`config.mk`:
```
export PLATFORM = sky130hd
export DESIGN_NAME = param_serializer
export DESIGN_NICKNAME = d
export VERILOG_FILES = /design/src/rtl/param_serializer.sv
export SDC_FILE = /design/constraint.sdc
export NUM_CORES = 1
export LEC_CHECK = 0
export CORE_MARGIN = 4
export CORE_UTILIZATION = 30
export CTS_CLUSTER_DIAMETER = 200
export DETAILED_ROUTE_END_ITERATION = 10
export PLACE_DENSITY = 0.52
export SYNTH_ARGS = -nofsm -noshare
export SYNTH_HDL_FRONTEND = slang
export SYNTH_SLANG_ARGS = --single-unit
export TNS_END_PERCENT = 10
```
`constraint.sdc`:
```
create_clock -name clk -period 1.4 [get_ports clk]
set_input_delay 0.14 -clock clk [delete_from_list [all_inputs] [get_ports clk]]
set_output_delay 0.14 -clock clk [all_outputs]
set_load 0.005 [all_outputs]
```
`src/rtl/param_serializer.sv`:
```
// param_serializer
//   Parallel-to-serial shifter that sits between the TX data source and the
//   UART TX framing FSM. Words arrive over a valid/ready handshake into a
//   one-entry holding register. From there they are loaded into the shifter
//   and sent one bit per `enable` tick.
//
// Optional feature (compile-time macro): SER_PARITY_EN
//   When defined, a parity bit (^word XOR PARITY_ODD) follows the data bits.
//   Each frame is then DATA_WIDTH+1 bit periods long.
//
// Parameters
//   DATA_WIDTH  bits per word (2..32)
//   LSB_FIRST   1 = bit 0 first, 0 = bit DATA_WIDTH-1 first
//   IDLE_LEVEL  level driven on data_out while not shifting
//   PARITY_ODD  parity sense (0 even, 1 odd); only used with SER_PARITY_EN
//
// Ports
//   clk       system clock, rising edge
//   rst       synchronous active-low reset
//   data_in   parallel word
//   valid     data_in valid this cycle
//   ready     holding register empty (word accepted on valid && ready)
//   enable    bit-period tick from the baud generator
//   data_out  registered serial bit
//   busy      a word is in the shifter
//   done      one-cycle pulse when the last bit period of a word completes
module param_serializer #(
  parameter int   DATA_WIDTH = 8,
  parameter int   LSB_FIRST  = 1,
  parameter logic IDLE_LEVEL = 1'b1,
  parameter int   PARITY_ODD = 0
) (
  input  logic                  clk,
  input  logic                  rst,
  input  logic [DATA_WIDTH-1:0] data_in,
  input  logic                  valid,
  output logic                  ready,
  input  logic                  enable,
  output logic                  data_out,
  output logic                  busy,
  output logic                  done
);

  localparam int CNT_W = $clog2(DATA_WIDTH);
  localparam logic [CNT_W-1:0] LAST_CNT = CNT_W'(DATA_WIDTH - 1);

`ifdef SER_PARITY_EN
  typedef enum logic [1:0] {S_IDLE = 2'd0, S_SHIFT = 2'd1, S_PARITY = 2'd2} state_t;
`else
  typedef enum logic [0:0] {S_IDLE = 1'b0, S_SHIFT = 1'b1} state_t;
  // PARITY_ODD has no effect in this build.
  localparam int unused_parity_odd = PARITY_ODD;
`endif

  state_t                r_state,     w_nxt_state;
  logic [DATA_WIDTH-1:0] r_hold_q,    w_nxt_hold_q;
  logic                  r_hold_full, w_nxt_hold_full;
  logic [DATA_WIDTH-1:0] r_shift_q,   w_nxt_shift_q;
  logic [CNT_W-1:0]      r_bit_cnt,   w_nxt_bit_cnt;
  logic                  r_data_out,  w_nxt_data_out;
  logic                  r_done,      w_nxt_done;
`ifdef SER_PARITY_EN
  logic                  r_parity,    w_nxt_parity;
`endif
  logic                  w_accept;

  // Handshake depends only on the holding flag, so valid never reaches ready.
  assign ready    = !r_hold_full;
  assign busy     = (r_state != S_IDLE);
  assign done     = r_done;
  assign data_out = r_data_out;
  assign w_accept = valid && !r_hold_full;

  // State and datapath registers with synchronous active-low reset.
  always_ff @(posedge clk) begin
    if (!rst) begin
      r_state     <= S_IDLE;
      r_hold_q    <= '0;
      r_hold_full <= 1'b0;
      r_shift_q   <= '0;
      r_bit_cnt   <= '0;
      r_data_out  <= IDLE_LEVEL;
      r_done      <= 1'b0;
`ifdef SER_PARITY_EN
      r_parity    <= 1'b0;
`endif
    end else begin
      r_state     <= w_nxt_state;
      r_hold_q    <= w_nxt_hold_q;
      r_hold_full <= w_nxt_hold_full;
      r_shift_q   <= w_nxt_shift_q;
      r_bit_cnt   <= w_nxt_bit_cnt;
      r_data_out  <= w_nxt_data_out;
      r_done      <= w_nxt_done;
`ifdef SER_PARITY_EN
      r_parity    <= w_nxt_parity;
`endif
    end
  end

  // Next-state, handshake and shifter update.
  always_comb begin
    w_nxt_state     = r_state;
    w_nxt_hold_q    = r_hold_q;
    w_nxt_hold_full = r_hold_full;
    w_nxt_shift_q   = r_shift_q;
    w_nxt_bit_cnt   = r_bit_cnt;
    w_nxt_data_out  = r_data_out;
    w_nxt_done      = 1'b0;
`ifdef SER_PARITY_EN
    w_nxt_parity    = r_parity;
`endif

    // Accept and load are mutually exclusive: a load needs hold_full=1,
    // which also blocks acceptance in the same cycle.
    if (w_accept) begin
      w_nxt_hold_q    = data_in;
      w_nxt_hold_full = 1'b1;
    end else begin
      w_nxt_hold_q    = r_hold_q;
    end

    case (r_state)
      S_IDLE: begin
        w_nxt_data_out = IDLE_LEVEL;
        if (r_hold_full) begin
          w_nxt_shift_q   = r_hold_q;
          w_nxt_hold_full = 1'b0;
          w_nxt_bit_cnt   = '0;
          w_nxt_state     = S_SHIFT;
`ifdef SER_PARITY_EN
          w_nxt_parity    = (^r_hold_q) ^ 1'(PARITY_ODD);
`endif
          if (LSB_FIRST != 0) begin
            w_nxt_data_out = r_hold_q[0];
          end else begin
            w_nxt_data_out = r_hold_q[DATA_WIDTH-1];
          end
        end else begin
          w_nxt_state = S_IDLE;
        end
      end
      S_SHIFT: begin
        if (enable) begin
          if (r_bit_cnt == LAST_CNT) begin
`ifdef SER_PARITY_EN
            w_nxt_state    = S_PARITY;
            w_nxt_data_out = r_parity;
`else
            w_nxt_state    = S_IDLE;
            w_nxt_done     = 1'b1;
            w_nxt_data_out = IDLE_LEVEL;
`endif
          end else begin
            w_nxt_bit_cnt = r_bit_cnt + CNT_W'(1);
            // The bit after the current one sits at index 1 (LSB-first)
            // or DATA_WIDTH-2 (MSB-first) of the not-yet-shifted word.
            if (LSB_FIRST != 0) begin
              w_nxt_shift_q  = {1'b0, r_shift_q[DATA_WIDTH-1:1]};
              w_nxt_data_out = r_shift_q[1];
            end else begin
              w_nxt_shift_q  = {r_shift_q[DATA_WIDTH-2:0], 1'b0};
              w_nxt_data_out = r_shift_q[DATA_WIDTH-2];
            end
          end
        end else begin
          w_nxt_state = S_SHIFT;
        end
      end
`ifdef SER_PARITY_EN
      S_PARITY: begin
        if (enable) begin
          w_nxt_state    = S_IDLE;
          w_nxt_done     = 1'b1;
          w_nxt_data_out = IDLE_LEVEL;
        end else begin
          w_nxt_state = S_PARITY;
        end
      end
`endif
      default: begin
        w_nxt_state    = S_IDLE;
        w_nxt_data_out = IDLE_LEVEL;
      end
    endcase
  end

endmodule

```
Word-level counts from Yosys, hierarchy flattened
Index checks and enable logic that the tools add are counted.
W data, S select, Z words.
{"block": "word_totals", "word_cells": 37, "n_memories": 0, "inputBits": 12, "latchBits": 0, "mem_bits_ro": 0, "ramBits": 0, "ff_bits": 23}
{"block": "op_classes", "n_bitwise": 1, "order_cmp": 0, "n_mux": 20, "addsub": 1, "div": 0, "reduce_logical": 4, "eq_ne": 4, "shifts": 0, "mul": 0}
{"operator": "$mux W8", "count": 3}
{"operator": "$pmux W8 S2", "count": 1}
{"operator": "$mux W1", "count": 10}
{"operator": "$mux W3", "count": 3}
{"operator": "$ne A2 B2 Y1 const B", "count": 3}
{"operator": "$pmux W3 S2", "count": 1}
{"operator": "$reduce_and A3 Y1", "count": 2}
{"operator": "$pmux W1 S2", "count": 2}
{"operator": "$add A3 B1 Y3 const B", "count": 1}
{"operator": "$eq A3 B3 Y1 const B", "count": 1}
{"operator": "$logic_and A1 B1 Y1", "count": 1}
{"operator": "$logic_not A1 Y1", "count": 1}
{"operator": "$not A1 Y1", "count": 1}

Longest topological paths before layout
Gate-level depths: netlist (run 1).
{"block": "depth", "word_depth": 5, "ltp_mapped": 6, "depth_no_buf": 5}

Worst setup path after synthesis (run 1)
OpenSTA, ideal clock, no wires.
{"block": "synth_timing", "kind": "reg-to-reg", "startpoint": "register r_bit_cnt[0]", "endpoint": "register r_shift_q[1]", "setup_time_ns": 0.121, "arrival_ns": 1.194, "n_path_buf": 1, "synth_period_minus_slack_ns": 1.315, "t_required_ns": 1.279, "stages_incl_launch_ff": 7, "path_slack_ns": 0.085, "cell_sequence": "dfxtp_1 ha_1 ha_1 nor2b_4 buf_6 mux2i_1 a21oi_1"}
{"block": "synth_via", "elab_chain_len": 3}
{"item": "start: declaration", "line_no": "59", "rtl": "logic [CNT_W-1:0] r_bit_cnt, w_nxt_bit_cnt;"}
{"item": "start signal: assignment", "line_no": "92", "rtl": "r_bit_cnt <= w_nxt_bit_cnt;"}
{"item": "$eq A3 B3 Y1", "line_no": "145", "rtl": "if (r_bit_cnt == LAST_CNT) begin"}
{"item": "$ne A2 B2 Y1 (no source line)"}
{"item": "$reduce_and A3 Y1 (no source line)"}
{"item": "end signal: assignment", "line_no": "91", "rtl": "r_shift_q <= w_nxt_shift_q;"}
{"item": "end: declaration", "line_no": "58", "rtl": "logic [DATA_WIDTH-1:0] r_shift_q, w_nxt_shift_q;"}
Every way passes these cells.
A chain may end at the register's enable or synchronous reset.

Worst setup path in the final report (run 1)
{"block": "layout_timing", "startpoint": "register r_state (netlist: busy)", "endpoint": "output busy"}
{"item": "start: declaration", "line_no": "55", "rtl": "state_t r_state, w_nxt_state;"}
{"item": "start signal: assignment", "line_no": "88", "rtl": "r_state <= w_nxt_state;"}
{"item": "end: declaration", "line_no": "40", "rtl": "output logic busy,"}
No word-level cell between the ends.

==> key figures, run 1 <==
Status
  – Status: finished clean

Placed design
  – DP HPWL: approximately 1400 µm
  – Placer Congestion: about 0.7
  – IO buf count: 15
  – Place WS: -0.0373 ns
  – Post-DP Area: 0.00123 mm²

Die
  – Core Region: 0.00313 mm²
  – Die height: approximately 66 µm
  – Initial Utilization: between 30% and 40%
  – Core Rows: 20
  – Die area: 0.00437 mm²
  – Die W: 66.1 µm
  – # IOs: 16

Logic synthesis
  – EDFF count, synth: 0
  – Yosys top cell area share: 43.5%
  – Main combinational cell family by area after synthesis: compound AO/OA/AOI/OAI gates
  – Cells after Synth: 108
  – Synth Area in XOR/XNOR: 0%
  – Area share of and/or/nand/nor cells after synthesis: 14.7%
  – Top FF cell, synth: dfxtp_1
  – Post-Synth Adder-Cell Area: between 2 and 2.5%
  – Yosys Warn Count: 0
  – Asr flop ratio synth: 0%
  – Compound-Gate Fraction of Synth Area: 18.5%
  – Synth area leader: dfxtp_1
  – Register area share after synthesis: 43.5%
  – Mapped Area: 0.00101 mm²
  – Syn_nets: 122
  – Yosys cell types: 27
  – Seq cells post-synth: 22
  – Syn avg cell area: 9.37 µm²
  – Multiplexer share of the synthesized area: about 15%
  – Area contributors post-synth: dfxtp_1, nand2_1, mux2i_1

Power and ir drop
  – Peak supply drop: 284 µV
  – P_leak: 0.000498 µW
  – PD cells: 960 mW/mm²

CTS
  – Clk_lat worst skew: 0.31 ns
  – # clock sinks: 22
  – # hold bufs at CTS: 0
  – Clk slew on worst S/H paths: 0.12 ns
  – Root buffer cell: clkbuf_4
  – Num CTS Buffers: 3
  – CTS tree: yes
  – H-tree Lvls: 1
  – CTS Buffer Depth: 2

Setup path
  – Startpoint Class: register
  – CP max stage delay: slightly above 0.5 ns
  – R2R Path End: r_shift_q[6]
  – R2r startpoint: r_bit_cnt[1]
  – Worst-path fanout max: 5
  – Worst setup EP type: output port
  – Worst path bufs/invs: 1
  – Slowest cell on crit path: clkdlybuf4s50_1
  – Setup Crit Path Kind: reg2out
  – Worst EP required: about 1.3 ns
  – Ordered list of cells on the worst path: clkdlybuf4s50_1
  – Worst EP arrival: 1.21 ns
  – CP delay by family, top: buffers and inverters
  – FF-to-FF setup slack: 0.07 ns
  – R2R cell count: 5

Final layout
  – # nets final: between 100 and 150
  – Core Util, Final: 41.4%
  – Area Growth Syn to Fin: 27.9%
  – Ant. Diodes: 0
  – Commonest non-fill, non-tap cell in the layout: nand2_1
  – Commonest cells after routing, fill and taps aside: nand2_1, dfxtp_1, clkdlybuf4s50_1
  – Layout cells sized above 1: 21.4%
  – Design area: approximately 0.0013 mm²

Global route
  – Initial antenna violation count: 0
  – Vias in the first global route: 740
  – Pin count of the biggest net entering global routing: 27
  – First-pass GRT wire length: roughly 3400 µm
  – GR Util All Layers: under 10%
  – Grt ovf: 0

STA
  – Slew @ Worst Pin: ~0.31 ns
  – Worst hold slack: 0.358 ns
  – Setup violators final: 0
  – Period utilisation layout: approximately 96%
  – RSZ-0062 raised after global routing: yes
  – Clock skew: ~0.0045 ns
  – Setup tns final: 0 ns
  – Final Hold Viols: 0
  – Setup WS post-layout: 0.0502 ns
  – Max Slew Vio Count: 0
  – Fmax: 741 MHz
  – Rel. slew slack: 79.0%
  – Minimum clock period: 1.35 ns

Hold path
  – WHS Path Cells: 3
  – Hold Startpoint: data_in[4]
  – Hold endpoint: r_hold_q[4]
  – Min-delay worst type: in2reg

Drt
  – WL/cell: 11.1 µm
  – Drt total wl: approximately 1900 µm
  – Iteration count of the initial detailed-routing pass: 4
  – Vias per std cell: between 4 and 5
  – DRC Markers: 0
  – First DRT Iteration DRCs: approximately 80
  – Routed Antenna Nets: 0
  – Vias post-DR: around 770

Job
  – Max_cap viols: 0
## cell usage after synthesis, types with 2 or more instances
master / number
a21boi_0: 7
clkbuf_1: 2
ha_1: 2
o22ai_1: 3
nand2b_1: 2
a21boi_1: 2
mux2_2: 3
buf_2: 3
mux2i_1: 6
mux2_4: 4
dfxtp_1: 22
nand2_1: 25
buf_6: 2
a21oi_1: 6
o21ai_0: 7
## layout make-up
class | count | area, µm²
multi-input cells | 77 | 541
well taps | 44 | 55.1
fillers | 318 | 1830
repair buffers | 22 | 214
clock buffers | 4 | 36.3
flip-flops and latches | 22 | 445
inverters | 1 | 3.75
## metrics by stage
stage / cells / total power, µW
final: 170 / 1240
after global routing: 170 / 1310
after CTS: 170 / 1270
after detailed placement: 166 / 905
after global placement: 166 / 901
after floorplan: 108 / 826
## power breakdown
part	switching, µW	internal (µW)
logic	83.3	117
registers	24.7	664
clock network	195	159
## layer usage
metal | vias up | track usage, % | part of all wire (%)
li1 | 408 | - | -
met1 | 342 | 12.8 | 49
met2 | 16 | 15.5 | 44
met3 | 2 | 2.38 | 5.3
met4 | 0 | 4.57 | 0.90
met5 | - | 0 | 0
## kinds of logic (layout without fill, tap and decap cells)
kind of cell	Yosys count	after routing
simple gates	32	32
flops	22	22
mux	13	13
fa+ha+maj	2	2
buf+inv	9	27
compound gates	30	30
## sequential cells by signal (all words and copies together), names as in the netlist
name	flops
r_shift_q	7
done	1
r_hold_q	8
r_hold_full	1
busy	1
r_bit_cnt	3
data_out	1
## what timing repair did
| action | in CTS | in global routing |
|---|---|---|
| endpoints found under the setup margin | 13 | 10 |
| gates cloned | 0 | 0 |
| pin swaps | 0 | 5 |
| resized for setup | 7 | 2 |
| buffers inserted | 0 | 0 |
## how the worst max path moves through the flow
stage,depth (start not counted),end,slack [ns],startpoint
3_3_place_gp,5,r_shift_q[3],-0.006,r_bit_cnt[0]
3_5_place_dp,5,r_shift_q[3],-0.04,r_bit_cnt[0]
6_report,1,busy,0.05,busy
5_1_grt,5,r_shift_q[3],-0.04,r_bit_cnt[1]
2_1_floorplan,6,r_shift_q[1],0.09,r_bit_cnt[0]
4_1_cts,5,r_shift_q[3],0.03,r_bit_cnt[0]
Note: power is estimated with default switching activity, not from simulation.
==> run 2: changes to the inputs <==
Settings changed: CELL_PAD_IN_SITES_DETAIL_PLACEMENT from default to 0, CELL_PAD_IN_SITES_GLOBAL_PLACEMENT from default to 1, PLACE_DENSITY 0.52 to 0.65.
==> key figures, run 2 (synthesis results as in run 1) <==
Status
  – Status: finished clean

Global route
  – Pin count of the biggest net entering global routing: 27 (unchanged)
  – Vias in the first global route: 755 (+2.0%)
  – GR Util All Layers: 9.75% (-0.18 points)
  – First-pass GRT wire length: 3320 µm (-2.6%)
  – Initial antenna violation count: 0 (unchanged)
  – Grt ovf: 0 (unchanged)

Setup path
  – Startpoint Class: register
  – Setup Crit Path Kind: reg2reg
  – Worst setup EP type: register
  – Worst EP required: 1.60 ns (+0.34 ns)
  – Worst-path fanout max: 8 (+3)
  – Worst EP arrival: 1.54 ns (+0.33 ns)

STA
  – Max Slew Vio Count: 0 (unchanged)
  – Period utilisation layout: 95.6% (-0.86 points)
  – Worst hold slack: 0.365 ns (+0.00765 ns)
  – Clock skew: 0.00631 ns (+0.00178 ns)
  – Slew @ Worst Pin: 0.347 ns (+0.0320 ns)
  – Rel. slew slack: 76.9% (-2.1 points)
  – Setup WS post-layout: 0.0622 ns (+0.0120 ns)
  – Fmax: 747 MHz (+0.90%)
  – Minimum clock period: 1.34 ns (-0.0120 ns)
  – Final Hold Viols: 0 (unchanged)
  – RSZ-0062 raised after global routing: yes
  – Setup violators final: 0 (unchanged)

Drt
  – Iteration count of the initial detailed-routing pass: 4 (unchanged)
  – DRC Markers: 0 (unchanged)
  – First DRT Iteration DRCs: 13 (-84%)
  – Vias per std cell: 4.49 (-0.58%)
  – Routed Antenna Nets: 0 (unchanged)
  – Vias post-DR: 768 (unchanged)
  – WL/cell: 10.9 µm (-1.1%)
  – Drt total wl: 1870 µm (-0.48%)

Die
  – Die W: 66.1 µm (unchanged)
  – Initial Utilization: 32.4% (unchanged)
  – # IOs: 16 (unchanged)
  – Core Region: 0.00313 mm² (unchanged)
  – Die area: 0.00437 mm² (unchanged)
  – Core Rows: 20 (unchanged)
  – Die height: 66.1 µm (unchanged)

CTS
  – Post-CTS setup buffer count: 0 (unchanged)
  – Clk_lat worst skew: 0.30 ns (about the same)
  – Num CTS Buffers: 3 (unchanged)
  – # clock sinks: 22 (unchanged)
  – CTS Buffer Depth: 2 (unchanged)
  – H-tree Lvls: 1 (unchanged)
  – CTS tree: yes
  – Root buffer cell: clkbuf_4
  – Clk slew on worst S/H paths: 0.12 ns (about the same)

Final layout
  – Multi-input gate area: 547 µm² (+1.2%)
  – Layout cells sized above 1: 22.8% (+1.4 points)
  – Area Growth Syn to Fin: 30.0%
  – # nets final: 142 (+0.71%)
  – Commonest non-fill, non-tap cell in the layout: nand2_1
  – Storage element area: 445 µm² (unchanged)
  – Commonest cells after routing, fill and taps aside: nand2_1, dfxtp_1, clkdlybuf4s50_1
  – Fill cells: 311 (-2.2%)
  – Final Non-Filler Cells: 171 (+0.59%)
  – Ant. Diodes: 0 (unchanged)
  – Design area: 0.00132 mm² (+1.6%)
  – Max reg flops: 8 (unchanged)
  – Reg with most FFs: r_hold_q
  – Largest regs: r_hold_q x8, r_shift_q x7, r_bit_cnt x3
  – Core Util, Final: 42.1% (+0.68 points)

Hold path
  – Min-delay worst type: in2reg

Power and ir drop
  – P_leak: 0.000506 µW (+1.6%)
  – Peak supply drop: 401 µV (+41%)
  – PD cells: 943 mW/mm² (-1.7%)

Placed design
  – Dpl cells: 167 (+0.60%)
  – Placer Congestion: 0.726 (+4.5%)
  – IO buf count: 15 (unchanged)
  – DP HPWL: 1340 µm (-2.4%)
  – Place WS: -0.0346 ns (+0.00275 ns)
  – Post-DP Area: 0.00124 mm² (+0.61%)

Job
  – Max_cap viols: 0 (unchanged)
run 2: changes by cell type in the layout (fill, tap and decap cells not counted), sizes merged:
cell  change
buf       +1
run 2: per-stage QoR:
| stage | setup TNS (ns) | power [µW] |
|---|---|---|
| 3_3_place_gp | -0.00940 | 905 |
| 4_1_cts | -0.0259 | 1260 |
| 5_1_grt | -0.113 | 1320 |
| 3_5_place_dp | -0.198 | 909 |
| 6_report | 0 | 1240 |
| 2_1_floorplan | 0 | 826 |
run 2: final cells by class:
cell class                 count  share of cell area (%)
tap                           44                    4.18
inverter                       1                   0.285
clock buffer                   4                    2.76
timing repair buffer          23                    17.4
sequential                    22                    33.8
multi-input combinational     77                    41.5
run 2: timing repair:
item	4_1_cts	5_1_grt
gates cloned	0	0
pin swaps	0	4
resized for setup	5	7
endpoints found under the setup margin	11	12
hold buffers	0	0
run 2: layer usage:
layer | track usage, % | routed length, µm | vias up
met2 | 15.0 | 803 | 17
met1 | 12.6 | 962 | 337
met4 | 4.57 | 26 | 0
li1 | - | - | 410
met5 | 0 | 0 | -
met3 | 2.55 | 78 | 4
run 2: power by group:
| group | leakage (µW) | internal [µW] | switching (µW) | total, µW |
|---|---|---|---|---|
| combinational | 0.000303 | 122 | 87.6 | 210 |
| clock | 0.0000210 | 159 | 186 | 344 |
| sequential | 0.000182 | 664 | 23.6 | 687 |
| total | 0.000506 | 945 | 297 | 1240 |
run 2: worst paths after layout:
path	start	end	slack [ns]	cells after the start
worst min-delay path	data_in[4]	r_hold_q[4]	0.37	3
worst max register to register	r_bit_cnt[1]	r_bit_cnt[0]	0.06	5
worst max-delay path	r_bit_cnt[1]	r_bit_cnt[0]	0.06	5
worst min register to register	r_hold_q[6]	r_hold_q[6]	0.47	2
run 2: critical path: stages (launching register included):
cell,delay [ns]
dfxtp_2,0.35
ha_4,0.16
ha_4,0.16
nor2b_4,0.25
mux2_4,0.24
o22ai_1,0.07
==> run 3: changes to the inputs <==
Settings changed: ABC_AREA from default to 0.
==> results of run 3 <==
Same layout as run 2: the final DEF is identical, and so are final timing and power.
